**src/rtl/drp_reconf_master_pkg.sv**
```systemverilog
// -----------------------------------------------------------------------------
// drp_defs
// Shared definitions for the PLL DRP reconfiguration master:
//   - controller state encoding
//   - DRP register address map of the PLL
//   - keep-mask convention and the read-modify-write merge helper
// -----------------------------------------------------------------------------
`timescale 1ns/1ps
package drp_defs;

    localparam int DRP_ADDR_W = 7;
    localparam int DRP_DATA_W = 16;

    typedef enum logic [2:0] {
        ST_IDLE      = 3'd0,
        ST_RD        = 3'd1,
        ST_RD_WAIT   = 3'd2,
        ST_WR        = 3'd3,
        ST_WR_WAIT   = 3'd4,
        ST_NEXT      = 3'd5,
        ST_LOCK_WAIT = 3'd6,
        ST_FINISH    = 3'd7
    } drp_state_t;

    // Output divider registers (ClkReg1 / ClkReg2 pairs)
    localparam logic [6:0] ADDR_CLKOUT5_REG1 = 7'h06;
    localparam logic [6:0] ADDR_CLKOUT5_REG2 = 7'h07;
    localparam logic [6:0] ADDR_CLKOUT0_REG1 = 7'h08;
    localparam logic [6:0] ADDR_CLKOUT0_REG2 = 7'h09;
    localparam logic [6:0] ADDR_CLKOUT1_REG1 = 7'h0A;
    localparam logic [6:0] ADDR_CLKOUT1_REG2 = 7'h0B;
    localparam logic [6:0] ADDR_CLKOUT2_REG1 = 7'h0C;
    localparam logic [6:0] ADDR_CLKOUT2_REG2 = 7'h0D;
    localparam logic [6:0] ADDR_CLKOUT3_REG1 = 7'h0E;
    localparam logic [6:0] ADDR_CLKOUT3_REG2 = 7'h0F;
    localparam logic [6:0] ADDR_CLKOUT4_REG1 = 7'h10;
    localparam logic [6:0] ADDR_CLKOUT4_REG2 = 7'h11;
    localparam logic [6:0] ADDR_CLKOUT6_REG1 = 7'h12;
    localparam logic [6:0] ADDR_CLKOUT6_REG2 = 7'h13;
    // Feedback divider, input divider, lock and filter settings
    localparam logic [6:0] ADDR_CLKFB_REG1   = 7'h14;
    localparam logic [6:0] ADDR_CLKFB_REG2   = 7'h15;
    localparam logic [6:0] ADDR_DIVCLK_REG   = 7'h16;
    localparam logic [6:0] ADDR_LOCK_REG1    = 7'h18;
    localparam logic [6:0] ADDR_LOCK_REG2    = 7'h19;
    localparam logic [6:0] ADDR_LOCK_REG3    = 7'h1A;
    localparam logic [6:0] ADDR_POWER_REG    = 7'h28;
    localparam logic [6:0] ADDR_FILT_REG1    = 7'h4E;
    localparam logic [6:0] ADDR_FILT_REG2    = 7'h4F;

    // Mask bit 1 keeps the bit read from the PLL, 0 takes the command bit.
    localparam logic MASK_KEEP = 1'b1;
    localparam logic MASK_TAKE = 1'b0;

    function automatic logic [DRP_DATA_W-1:0] drp_merge(
        input logic [DRP_DATA_W-1:0] rd_val,
        input logic [DRP_DATA_W-1:0] new_val,
        input logic [DRP_DATA_W-1:0] keep_mask
    );
        return (rd_val & keep_mask) | (new_val & ~keep_mask);
    endfunction

endpackage

```
**src/rtl/drp_reconf_master_timeout.sv**
```systemverilog
// -----------------------------------------------------------------------------
// drp_timeout
// Loadable saturating down-counter shared by all wait states of the DRP
// master. Loading arms it with the wait limit; it then counts down while
// enabled and sticks at zero, where o_expired is raised.
//   i_clk       clock
//   i_rst_n     async active-low reset
//   i_load      (re)arm counter with i_load_val
//   i_load_val  wait limit in cycles
//   i_en        count this cycle
//   o_expired   counter has reached zero
// -----------------------------------------------------------------------------
`timescale 1ns/1ps
module drp_timeout #(
    parameter int CNT_W = 8
) (
    input  logic             i_clk,
    input  logic             i_rst_n,
    input  logic             i_load,
    input  logic [CNT_W-1:0] i_load_val,
    input  logic             i_en,
    output logic             o_expired
);

    logic [CNT_W-1:0] r_cnt;

    always_ff @(posedge i_clk or negedge i_rst_n) begin
        if (!i_rst_n) begin
            r_cnt <= '0;
        end else if (i_load) begin
            r_cnt <= i_load_val;
        end else if (i_en && (r_cnt != '0)) begin
            r_cnt <= r_cnt - CNT_W'(1);
        end
    end

    assign o_expired = (r_cnt == '0);

endmodule

```
**src/rtl/drp_reconf_master.sv**
```systemverilog
// -----------------------------------------------------------------------------
// drp_reconf_master
// DRP initiator for PLL dynamic reconfiguration. Each accepted command is
// applied as a read-modify-write of one DRP register. The PLL is held in
// reset from the first accepted command until the DRDY of the last write,
// after which the master waits for LOCKED and pulses o_done.
//   i_clk / i_rst_n        DRP clock, async active-low reset
//   i_cmd_valid/o_cmd_ready command handshake
//   i_cmd_addr/data/mask   register, new bits, keep-mask (1 = keep)
//   i_cmd_last             last command of the sequence
//   o_daddr/o_den/o_dwe/o_di, i_do/i_drdy   DRP port
//   i_locked / o_pll_rst   PLL lock in, PLL reset out (active high)
//   o_busy / o_done / o_error  status: not idle, end pulse, sticky timeout
// -----------------------------------------------------------------------------
`timescale 1ns/1ps
module drp_reconf_master
    import drp_defs::*;
#(
    parameter int DRDY_TIMEOUT = 64,
    parameter int LOCK_TIMEOUT = 4096
) (
    input  logic        i_clk,
    input  logic        i_rst_n,
    input  logic        i_cmd_valid,
    output logic        o_cmd_ready,
    input  logic [6:0]  i_cmd_addr,
    input  logic [15:0] i_cmd_data,
    input  logic [15:0] i_cmd_mask,
    input  logic        i_cmd_last,
    output logic [6:0]  o_daddr,
    output logic        o_den,
    output logic        o_dwe,
    output logic [15:0] o_di,
    input  logic [15:0] i_do,
    input  logic        i_drdy,
    input  logic        i_locked,
    output logic        o_pll_rst,
    output logic        o_busy,
    output logic        o_done,
    output logic        o_error
);

    localparam int MAX_TO = (LOCK_TIMEOUT > DRDY_TIMEOUT) ? LOCK_TIMEOUT : DRDY_TIMEOUT;
    localparam int CNT_W  = $clog2(MAX_TO) + 1;

    drp_state_t  r_state;
    drp_state_t  w_state_nxt;

    logic [6:0]  r_daddr;
    logic [15:0] r_di;
    logic [15:0] r_data;
    logic [15:0] r_mask;
    logic        r_last;
    logic        r_pll_rst;
    logic        r_error;

    logic             w_accept;
    logic             w_rd_done;
    logic             w_release;
    logic             w_timeout;
    logic             w_load;
    logic [CNT_W-1:0] w_load_val;
    logic             w_cnt_en;
    logic             w_expired;

    drp_timeout #(
        .CNT_W (CNT_W)
    ) u_timeout (
        .i_clk      (i_clk),
        .i_rst_n    (i_rst_n),
        .i_load     (w_load),
        .i_load_val (w_load_val),
        .i_en       (w_cnt_en),
        .o_expired  (w_expired)
    );

    always_ff @(posedge i_clk or negedge i_rst_n) begin
        if (!i_rst_n) begin
            r_state <= ST_IDLE;
        end else begin
            r_state <= w_state_nxt;
        end
    end

    // The counter is armed on the edge that enters a wait state, so the
    // first wait cycle already sees the full limit.
    always_comb begin
        w_state_nxt = r_state;
        w_accept    = 1'b0;
        w_rd_done   = 1'b0;
        w_release   = 1'b0;
        w_timeout   = 1'b0;
        w_load      = 1'b0;
        w_load_val  = CNT_W'(DRDY_TIMEOUT);
        unique case (r_state)
            ST_IDLE, ST_NEXT: begin
                if (i_cmd_valid) begin
                    w_accept    = 1'b1;
                    w_state_nxt = ST_RD;
                end
            end
            ST_RD: begin
                w_load      = 1'b1;
                w_state_nxt = ST_RD_WAIT;
            end
            ST_RD_WAIT: begin
                if (i_drdy) begin
                    w_rd_done   = 1'b1;
                    w_state_nxt = ST_WR;
                end else if (w_expired) begin
                    w_timeout   = 1'b1;
                    w_state_nxt = ST_FINISH;
                end
            end
            ST_WR: begin
                w_load      = 1'b1;
                w_state_nxt = ST_WR_WAIT;
            end
            ST_WR_WAIT: begin
                if (i_drdy) begin
                    if (r_last) begin
                        w_release   = 1'b1;
                        w_load      = 1'b1;
                        w_load_val  = CNT_W'(LOCK_TIMEOUT);
                        w_state_nxt = ST_LOCK_WAIT;
                    end else begin
                        w_state_nxt = ST_NEXT;
                    end
                end else if (w_expired) begin
                    w_timeout   = 1'b1;
                    w_state_nxt = ST_FINISH;
                end
            end
            ST_LOCK_WAIT: begin
                if (i_locked) begin
                    w_state_nxt = ST_FINISH;
                end else if (w_expired) begin
                    w_timeout   = 1'b1;
                    w_state_nxt = ST_FINISH;
                end
            end
            ST_FINISH: begin
                w_state_nxt = ST_IDLE;
            end
            default: begin
                w_state_nxt = ST_IDLE;
            end
        endcase
    end

    assign w_cnt_en = (r_state == ST_RD_WAIT) || (r_state == ST_WR_WAIT) ||
                      (r_state == ST_LOCK_WAIT);

    // DADDR is loaded on the accept edge, i.e. exactly when the read DEN
    // starts; DI only changes on the edge into WR. Both hold otherwise.
    always_ff @(posedge i_clk or negedge i_rst_n) begin
        if (!i_rst_n) begin
            r_daddr   <= '0;
            r_di      <= '0;
            r_data    <= '0;
            r_mask    <= '0;
            r_last    <= 1'b0;
            r_pll_rst <= 1'b0;
            r_error   <= 1'b0;
        end else begin
            if (w_accept) begin
                r_daddr   <= i_cmd_addr;
                r_data    <= i_cmd_data;
                r_mask    <= i_cmd_mask;
                r_last    <= i_cmd_last;
                r_pll_rst <= 1'b1;
                if (r_state == ST_IDLE) begin
                    r_error <= 1'b0;
                end
            end
            if (w_rd_done) begin
                r_di <= drp_merge(i_do, r_data, r_mask);
            end
            if (w_release || w_timeout) begin
                r_pll_rst <= 1'b0;
            end
            if (w_timeout) begin
                r_error <= 1'b1;
            end
        end
    end

    // Ready is gated by reset so it is low while reset is asserted even
    // though the state register already reads IDLE.
    assign o_cmd_ready = i_rst_n && ((r_state == ST_IDLE) || (r_state == ST_NEXT));
    assign o_den       = (r_state == ST_RD) || (r_state == ST_WR);
    assign o_dwe       = (r_state == ST_WR);
    assign o_daddr     = r_daddr;
    assign o_di        = r_di;
    assign o_pll_rst   = r_pll_rst;
    assign o_busy      = (r_state != ST_IDLE);
    assign o_done      = (r_state == ST_FINISH);
    assign o_error     = r_error;

endmodule

```
**config.mk**
```make
export PLATFORM = sky130hd
export DESIGN_NAME = drp_reconf_master
export DESIGN_NICKNAME = d
export VERILOG_FILES = /design/src/rtl/drp_reconf_master_pkg.sv /design/src/rtl/drp_reconf_master_timeout.sv /design/src/rtl/drp_reconf_master.sv
export SDC_FILE = /design/constraint.sdc
export NUM_CORES = 1
export LEC_CHECK = 0
export CORE_MARGIN = 2
export CORE_UTILIZATION = 45
export CTS_BUF_LIST = sky130_fd_sc_hd__clkbuf_8 sky130_fd_sc_hd__clkbuf_16
export DETAILED_ROUTE_END_ITERATION = 16
export GPL_TIMING_DRIVEN = 0
export PLACE_DENSITY = 0.76
export SETUP_SLACK_MARGIN = 0.05
export SLEW_MARGIN = 20
export SYNTH_ARGS = -nofsm -noshare
export SYNTH_HDL_FRONTEND = slang
export SYNTH_SLANG_ARGS = --single-unit
```
**constraint.sdc**
```tcl
create_clock -name i_clk -period 3.15 [get_ports i_clk]
set_input_delay 0.315 -clock i_clk [delete_from_list [all_inputs] [get_ports i_clk]]
set_output_delay 0.315 -clock i_clk [all_outputs]
set_load 0.1 [all_outputs]
```
Yosys cells after proc, flatten, opt, wreduce, memory -nomap -nowiden
Cells that the tools add are included.
- add/sub/neg operators: 1
- multiply operators: 0
- div/mod/pow operators: 0
- order comparisons: 0
- equality and inequality tests: 8
- shift operators: 0
- mux-type cells: 29
- bitwise logic cells: 4
- reductions and logical operators: 19
- operators with widths (operator ; count):
    2-to-1 mux 13 bit ; 5
    AND 16 bit ; 2
    case mux 3 bit (7 select lines) ; 1
    NOT 16 bit ; 1
    bitwise OR 16 bit ; 1
    2-to-1 mux 1 bit ; 15
    2-to-1 mux 3 bit ; 5
    logical NOT 13 bit ; 1
    nonzero test 13 bit ; 1
    subtractor 13 x 1 -> 13 bit, second input constant ; 1
    equality test 3 bit, second input constant ; 4
    nonzero test 2 bit ; 4
    equality test 3 x 2 -> 1 bit, second input constant ; 2
    OR reduction 2 bit ; 3
    logical OR 1 bit ; 5
    case mux 1 bit (2 select lines) ; 2
    equality test 3 x 1 -> 1 bit, second input constant ; 1
    logical NOT 3 bit ; 1
    nonzero test 3 bit ; 1
    logical AND 1 bit ; 2
    2-to-1 mux 2 bit ; 1
    != test 2 bit, second input constant ; 1
    AND reduction 2 bit ; 1
- flip-flop bits (word level): 74
- latch bits: 0
- memory bits (writable): 0
- ROM bits: 0
- bits of input ports: 61
- output and inout bits: 30
- logic and storage cells: 70
- memories kept: 0

Depth between registers and ports, before layout
- depth in word-level cells: 6
- mapped depth: 7
- mapped depth without buffers: 6

Modules after synthesis
Synthesis repeated with hierarchy kept, for this count alone.
- cells, all modules: 306
- area total of the unflattened synthesis: 3544.6 µm²
- modules (own cells, without submodules) (module ; times used ; cells an instance ; area an instance (µm²)):
    drp_reconf_master ; 1 ; 203 ; 2646.3
    drp_timeout ; 1 ; 103 ; 898.4

Least setup slack after synthesis
OpenSTA, ideal clock, no wires.
- path kind: reg-to-output
- start point: register r_state[0]
- end point: output o_cmd_ready
- arrival: 3.945 ns
- data required time: 2.835 ns
- path slack: -1.110 ns
- stages on the path, launching flop included: 4
- cells stage by stage: dfrtp_1 -> clkinv_1 -> nor2_2 -> nor4b_1
- cells in the longest elaborated chain, start to end: 3
- ends and longest elaborated chain (item ; RTL line ; RTL):
    from (decl) ; drp_reconf_master.sv:46 ; drp_state_t r_state;
    from (signal assigned) ; drp_reconf_master.sv:81 ; r_state <= w_state_nxt;
    equality test 3 bit or logical NOT 3 bit (tied branches) ; drp_reconf_master.sv:190 ; assign o_cmd_ready = i_rst_n && ((r_state == ST_IDLE) || (r_state == ST_NEXT));
    logical OR 1 bit (*) ; drp_reconf_master.sv:190 ;
    logical AND 1 bit (*) ; drp_reconf_master.sv:190 ;
    to (decl) ; drp_reconf_master.sv:25 ; output logic o_cmd_ready,
Mark *: on every way between the ends. The rest lies on a longest branch, timed or not.

Worst setup path after layout
- start point: input i_rst_n
- end point: output o_cmd_ready
- cells in the longest elaborated chain, start to end: 1
- ends and longest elaborated chain (item ; RTL line ; RTL):
    from (decl) ; drp_reconf_master.sv:23 ; input logic i_rst_n,
    logical AND 1 bit ; drp_reconf_master.sv:190 ;
Every way passes these cells.

==> results.cfg <==
[outcome]
status = completed

[synth]
synth_nets = 347
yosysMostFrequentCell = dfrtp_1
synth_top_cell_area_share = 0.5553
synth.cell_area_um2 = 3334
yosysTopAreaCell = dfrtp_1
yosysUniqueCellTypes = 52
postSynthCellCount = 284
synth_common_cells = dfrtp_1 (74), mux2_2 (37), a21oi_1 (28)
ys_seq_elements = 74
synth_edf_count = 0
synth.avg_cell_area_um2 = 11.74
synth_warnings = 0
synthArstFlopShare = 1.000
synthFlopType = dfrtp_1
seq_area_frac_synth = 0.5553
yosys-top-cells-area = dfrtp_1 (56%), mux2_2 (12%), mux2i_1 (5.1%), a21oi_1 (4.2%), nor2_1 (2.5%)

[layout]
fill_cells = 593
final_area_um2 = 4616
diodes = 0
syn2layout_area_growth_pct = 38.42
nets = 451
drive_above_1_share = 0.1832

[detailed_routing]
finalWirelength_mm = 7.378
via_count = 2567
postRouteAntennaNets = 0
drc = 0
drt_pass1_iterations = 4
wl_per_cell_um = 15.00
drtIter0Drc = 124
viasPerCell = 5.217

[sta]
rsz0062_at_grt = false
fin_crit_ns = 2.942
final.setup_skew_ns = 0.01224
final-max-slew-violation-count = 0
hold_viol = 0
setup_viol = 0
slew_headroom = 0.3170
worstMarginPinSlew_ns = 1.021
max_freq_mhz = 340.0
period_share = 0.9338

[die]
coreArea_um2 = 7214
die_x_um = 90.08
ios = 91
die-area_um2 = 8114
rows = 31
fp.dieH_um = 90.08
start_util = 0.4622

[clock_tree]
numCtsBuffers = 9
clockBufferDepth = 2
clk_latency_ns = 0.34
htreeDepth = 3
cts-root-buf = clkbuf_8
clkSinkCount = 74
cts_setup_buffers = 0
clk_pin_slew_ns = 0.08
tritoncts = built

[worst_setup_path]
arrival_ns = 2.63
path_cells = dlygate4sd3_1, buf_4, buf_12, nor4b_2, clkdlybuf4s50_1
cp-start-kind = input pin
reg2reg_to = o_pll_rst$_DFFE_PN0P_
crit_start = i_rst_n
critPathMaxStageDelay_ns = 1.17
worstPathRequired_ns = 2.83
reg2reg_depth = 7
crit_path_end_kind = output pin
slowest_stage = clkdlybuf4s50_1
crit_fanout = 40
r2r_slack_ns = 1.18
reg2reg_from = u_timeout.r_cnt[0]$_DFFE_PN0P_
path_class = input pin to output pin

[grt]
grt_pass1_wl_mm = 12.36
grt_pass1_vias = 2617
grt_usage = 0.1884
antenna_found_initial = 0
grt_max_degree = 41
overflow = 0

[min_path]
holdCritPathClass = flop to flop
hold_depth = 1
holdPathEnd = o_daddr[6]$_DFFE_PN0P_
worstHoldStart = o_daddr[6]$_DFFE_PN0P_

[placed_design]
post_dp_cell_area_um2 = 4383
gp_congestion = 0.8387
port_buffers = 90
dp.final_hpwl_mm = 5.207

[job]
maxCapViolCount = 0
[logic make-up after synthesis]
kind of cell | count (synthesis) | share of synthesized area
DFF | 74 | 0.5553
buffers and inverters | 20 | 0.02589
and+or+nand+nor | 74 | 0.1246
muxes | 57 | 0.1861
AOI/OAI and AO/OA | 56 | 0.09794
adders and majority gates | 2 | 0.007503
xor gates and xnor gates | 1 | 0.002627
[registers in the layout, indices dropped and copies added (netlist names), 3 cells and up]
register,cells
r_mask,16
u_timeout.r_cnt,13
o_daddr,7
r_data,16
r_state,3
o_di,16
[worst max path at each step]
| stage | endpoint | slack (ns) | depth (start not counted) |
|---|---|---|---|
| after floorplan | o_cmd_ready | 0.29 | 3 |
| after global placement | o_cmd_ready | -2.16 | 3 |
| after detailed placement | o_cmd_ready | 0.37 | 4 |
| after CTS | o_cmd_ready | 0.17 | 5 |
| after global routing | o_done | 0.11 | 5 |
| final | o_cmd_ready | 0.21 | 5 |
[per-layer routing]
layer / up-vias / global-route usage / part of all wire
met5: - / 0 / 0
met4: 0 / 0.08590 / 0.018
met3: 10 / 0.04610 / 0.049
met2: 56 / 0.3045 / 0.50
met1: 1261 / 0.2403 / 0.44
li1: 1240 / - / -
[layout make-up]
| cell class | count | area, um^2 | share of cell area |
|---|---|---|---|
| Buffer | 14 | 63.81 | 0.01382 |
| Clock buffer | 10 | 137.6 | 0.02982 |
| Clock inverter | 6 | 65.06 | 0.01410 |
| Inverter | 6 | 22.52 | 0.004879 |
| Multi-Input combinational cell | 190 | 1403 | 0.3039 |
| Sequential cell | 74 | 1852 | 0.4012 |
| Tap cell | 99 | 123.9 | 0.02684 |
| Timing Repair Buffer | 93 | 948.4 | 0.2055 |
[per-stage QoR]
stage	utilization	setup slack (ns)	instances	hold WS [ns]	setup TNS [ns]
after CTS	0.6398	0.1678	492	0.4933	0
after global placement	0.6051	-2.155	473	0.4679	-64.81
after global routing	0.6398	0.1088	492	0.5051	0
after floorplan	-	0.2878	284	0.01941	0
final	0.6398	0.2084	492	0.4897	0
after detailed placement	0.6075	0.3665	474	0.3013	0
[cells in the final DEF (no fill, tap or decap), drive strengths merged, types with 4 or more instances in the layout]
cell / n
clkdlybuf4s50: 89
dfrtp: 74
mux2: 40
a21oi: 28
nor2: 23
mux2i: 17
clkbuf: 15
o21ai: 12
buf: 12
nand2: 10
inv: 6
nand3: 5
or3: 5
nor4: 5
or4: 5
nor3: 4
clkinv: 4
[critical path, delay by kind of cell]
family,cells,cell delay (ns)
AND/OR/NAND/NOR,1,0.23
buffers and inverters,4,2.07
[repair_timing]
item                      4_1_cts  5_1_grt
hold endpoints to repair       35        0
hold buffers                    2        0
resized for setup               0        0
Power is not shown: default switching activity piles up to over one toggle a cycle in this logic, so the estimate is an artifact.
==> RTL change, RTL diff (same flow settings) <==
Set the parameter `DRDY_TIMEOUT` to 128 (it was 64).
--- a/src/rtl/drp_reconf_master.sv
+++ b/src/rtl/drp_reconf_master.sv
@@ -17,5 +17,5 @@
     import drp_defs::*;
 #(
-    parameter int DRDY_TIMEOUT = 64,
+    parameter int DRDY_TIMEOUT = 128,
     parameter int LOCK_TIMEOUT = 4096
 ) (
Formal check against the unedited RTL: same outputs for any inputs over 10 cycles, from zero or initial values and one cycle with i_rst_n low; that may be too few to reach the edited logic, so the function may still have changed.
==> RTL change against the unedited design <==
- highest routed layer unchanged
- worst setup slack lost 0.017 ns
- routed wire length grew 0.31%
- count of clock-buffer cells in the layout is the same
- sequential cell count is the same
- design area grew 0.16%
- synthesized area grew 0.23%
Power is left out: the tool's default activity adds up to more than one toggle a clock period on the data nets, which glitch-free logic cannot reach.
==> RTL change: results (changes against the unedited design) <==
run status finished, final reports clean; Placed Cells 466 (-1.7%); number of gates resized after cts 0 (unchanged); FF/Latch Area 1850 um^2 (unchanged); met2 wire length 3.72 mm (+1.8%); Least-Margin Pin Slew 0.999 ns (-0.0225 ns); sequential area share after synthesis 0.554 (-0.00125); largest net degree at the start of global routing 39 (-4.9%); routing usage on met1 0.239 (-0.000840); CP top delay family buffers and inverters; vias in the first global route 2580 (-1.4%); Syn. warnings 0 (unchanged); #MultiIn Comb 183 (-3.7%); asr flop ratio synth 1.00 (unchanged); Net Count, Synth 339 (-2.3%); clk_skew 0.0100 ns (-0.00220 ns); DPL Wire Length 5.30 mm (+1.9%); clk_lat worst skew 0.35 ns; final WL 7.40 mm (+0.31%); fraction of cell area in non-clock buffers 0.221 (+0.00181); non-clock buffer count 105 (-1.9%); Place WS 0.360 ns (-0.00665 ns); Final clock-cell share 0.0438 (-0.0000712); synth unique cells 53 (+1.9%); r2r setup slk 1.08 ns (-0.10 ns); Area contributors post-synth dfrtp_1 55%, mux2_2 13%, mux2i_1 5.1%, a21oi_1 3.6%, nor2_1 2.7%; Nets 443 (-1.8%); DRT Pass-1 Iters 4 (unchanged); Total GRT Usage 0.191 (+0.00260); DR WL/cell 15.3 um (+2.0%); met2 Use GR 0.321 (+0.0163); routability cong. 0.848 (+1.1%); Highest Clock Rate 0.338 GHz (-0.56%); starting DRC count in detailed routing 91 (-27%); first-pass GRT wire length 12.3 mm (-0.61%); syn avg cell area 12.1 um^2 (+3.1%); CTS root buf clkbuf_8; Post-synth EDFFs 0 (unchanged); uppermost layer routed met4; met3 Use GR 0.0536 (+0.00754); FFs & Latches 74 (unchanged); routed vias 2523 (-1.7%); synth cell count leaders 74 x dfrtp_1, 38 x mux2_2, 24 x a21oi_1, 24 x nor2_1, 17 x mux2i_1; Max Buffers Root-to-Sink 2 (unchanged); WL met1 3.28 mm (+1.3%); clk_buf instances 10 (unchanged); min-delay worst type in -> async; H-tree level count 3 (unchanged); Worst path max stage delay 1.17 ns (about the same); Met3 Wirelength 342 um (-5.3%); worst-path maximum fanout 10 (-75%); Crit-path slowest cell clkdlybuf4s50_1; Non-CTS inverters 7 (+1); layout cell share with drive strength beyond 1 0.200 (+0.0168); multi-input combinational area share 0.302 (-0.00185)
==> RTL change: cell types whose count changed after synthesis, moves of 3 or more <==
cell     change
buf_2        -7
buf_4        +5
a21oi_1      -4
nor4_1       -3
nand3_1      -4
o21ai_0      -4
o31ai_1      +3
nor3_1       +4
==> RTL change: stage by stage <==
step / utilization / setup TNS, ns / cell area [um^2] / hold slack [ns]
finish: 0.641 / 0 / 4620 / 0.487
global route: 0.641 / 0 / 4620 / 0.506
CTS: 0.641 / 0 / 4620 / 0.491
detailed placement: 0.609 / 0 / 4390 / 0.316
global placement: 0.606 / -64.59 / 4370 / 0.472
floorplan: - / 0 / 3350 / 0.0194
==> RTL change: worst paths after layout <==
check / start / end / depth (start not counted)
worst min-delay path: i_rst_n / r_mask[3]$_DFFE_PN0P_ / 3
worst max register to register: u_timeout.r_cnt[0]$_DFFE_PN0P_ / u_timeout.r_cnt[11]$_DFFE_PN0P_ / 7
worst min register to register: o_error$_DFFE_PN0P_ / o_error$_DFFE_PN0P_ / 1
max in group asynchronous: i_rst_n / o_di[15]$_DFFE_PN0P_ / 3
worst max-delay path: r_state[2]$_DFFE_PN0P_ / o_cmd_ready / 6
min in group i_clk: o_error$_DFFE_PN0P_ / o_error$_DFFE_PN0P_ / 1
==> RTL change: worst reg2reg max path: stages, from the launching register on <==
cell     delay, ns
dfrtp_1       0.40
inv_1         0.11
ha_1          0.15
nor3b_1       0.39
a41o_1        0.42
buf_4         0.23
nor4_1        0.07
o21ba_2       0.19
==> RTL change: cells by family after synthesis <==
kind of cell,after synthesis,synth area share
AO/OA/AOI/OAI,54,0.103
XOR/XNOR,1,0.00262
adder cells (fa/ha/maj),2,0.00749
buffers and inverters,19,0.0299
flip-flops,74,0.554
multiplexers,57,0.186
AND/OR/NAND/NOR,69,0.117
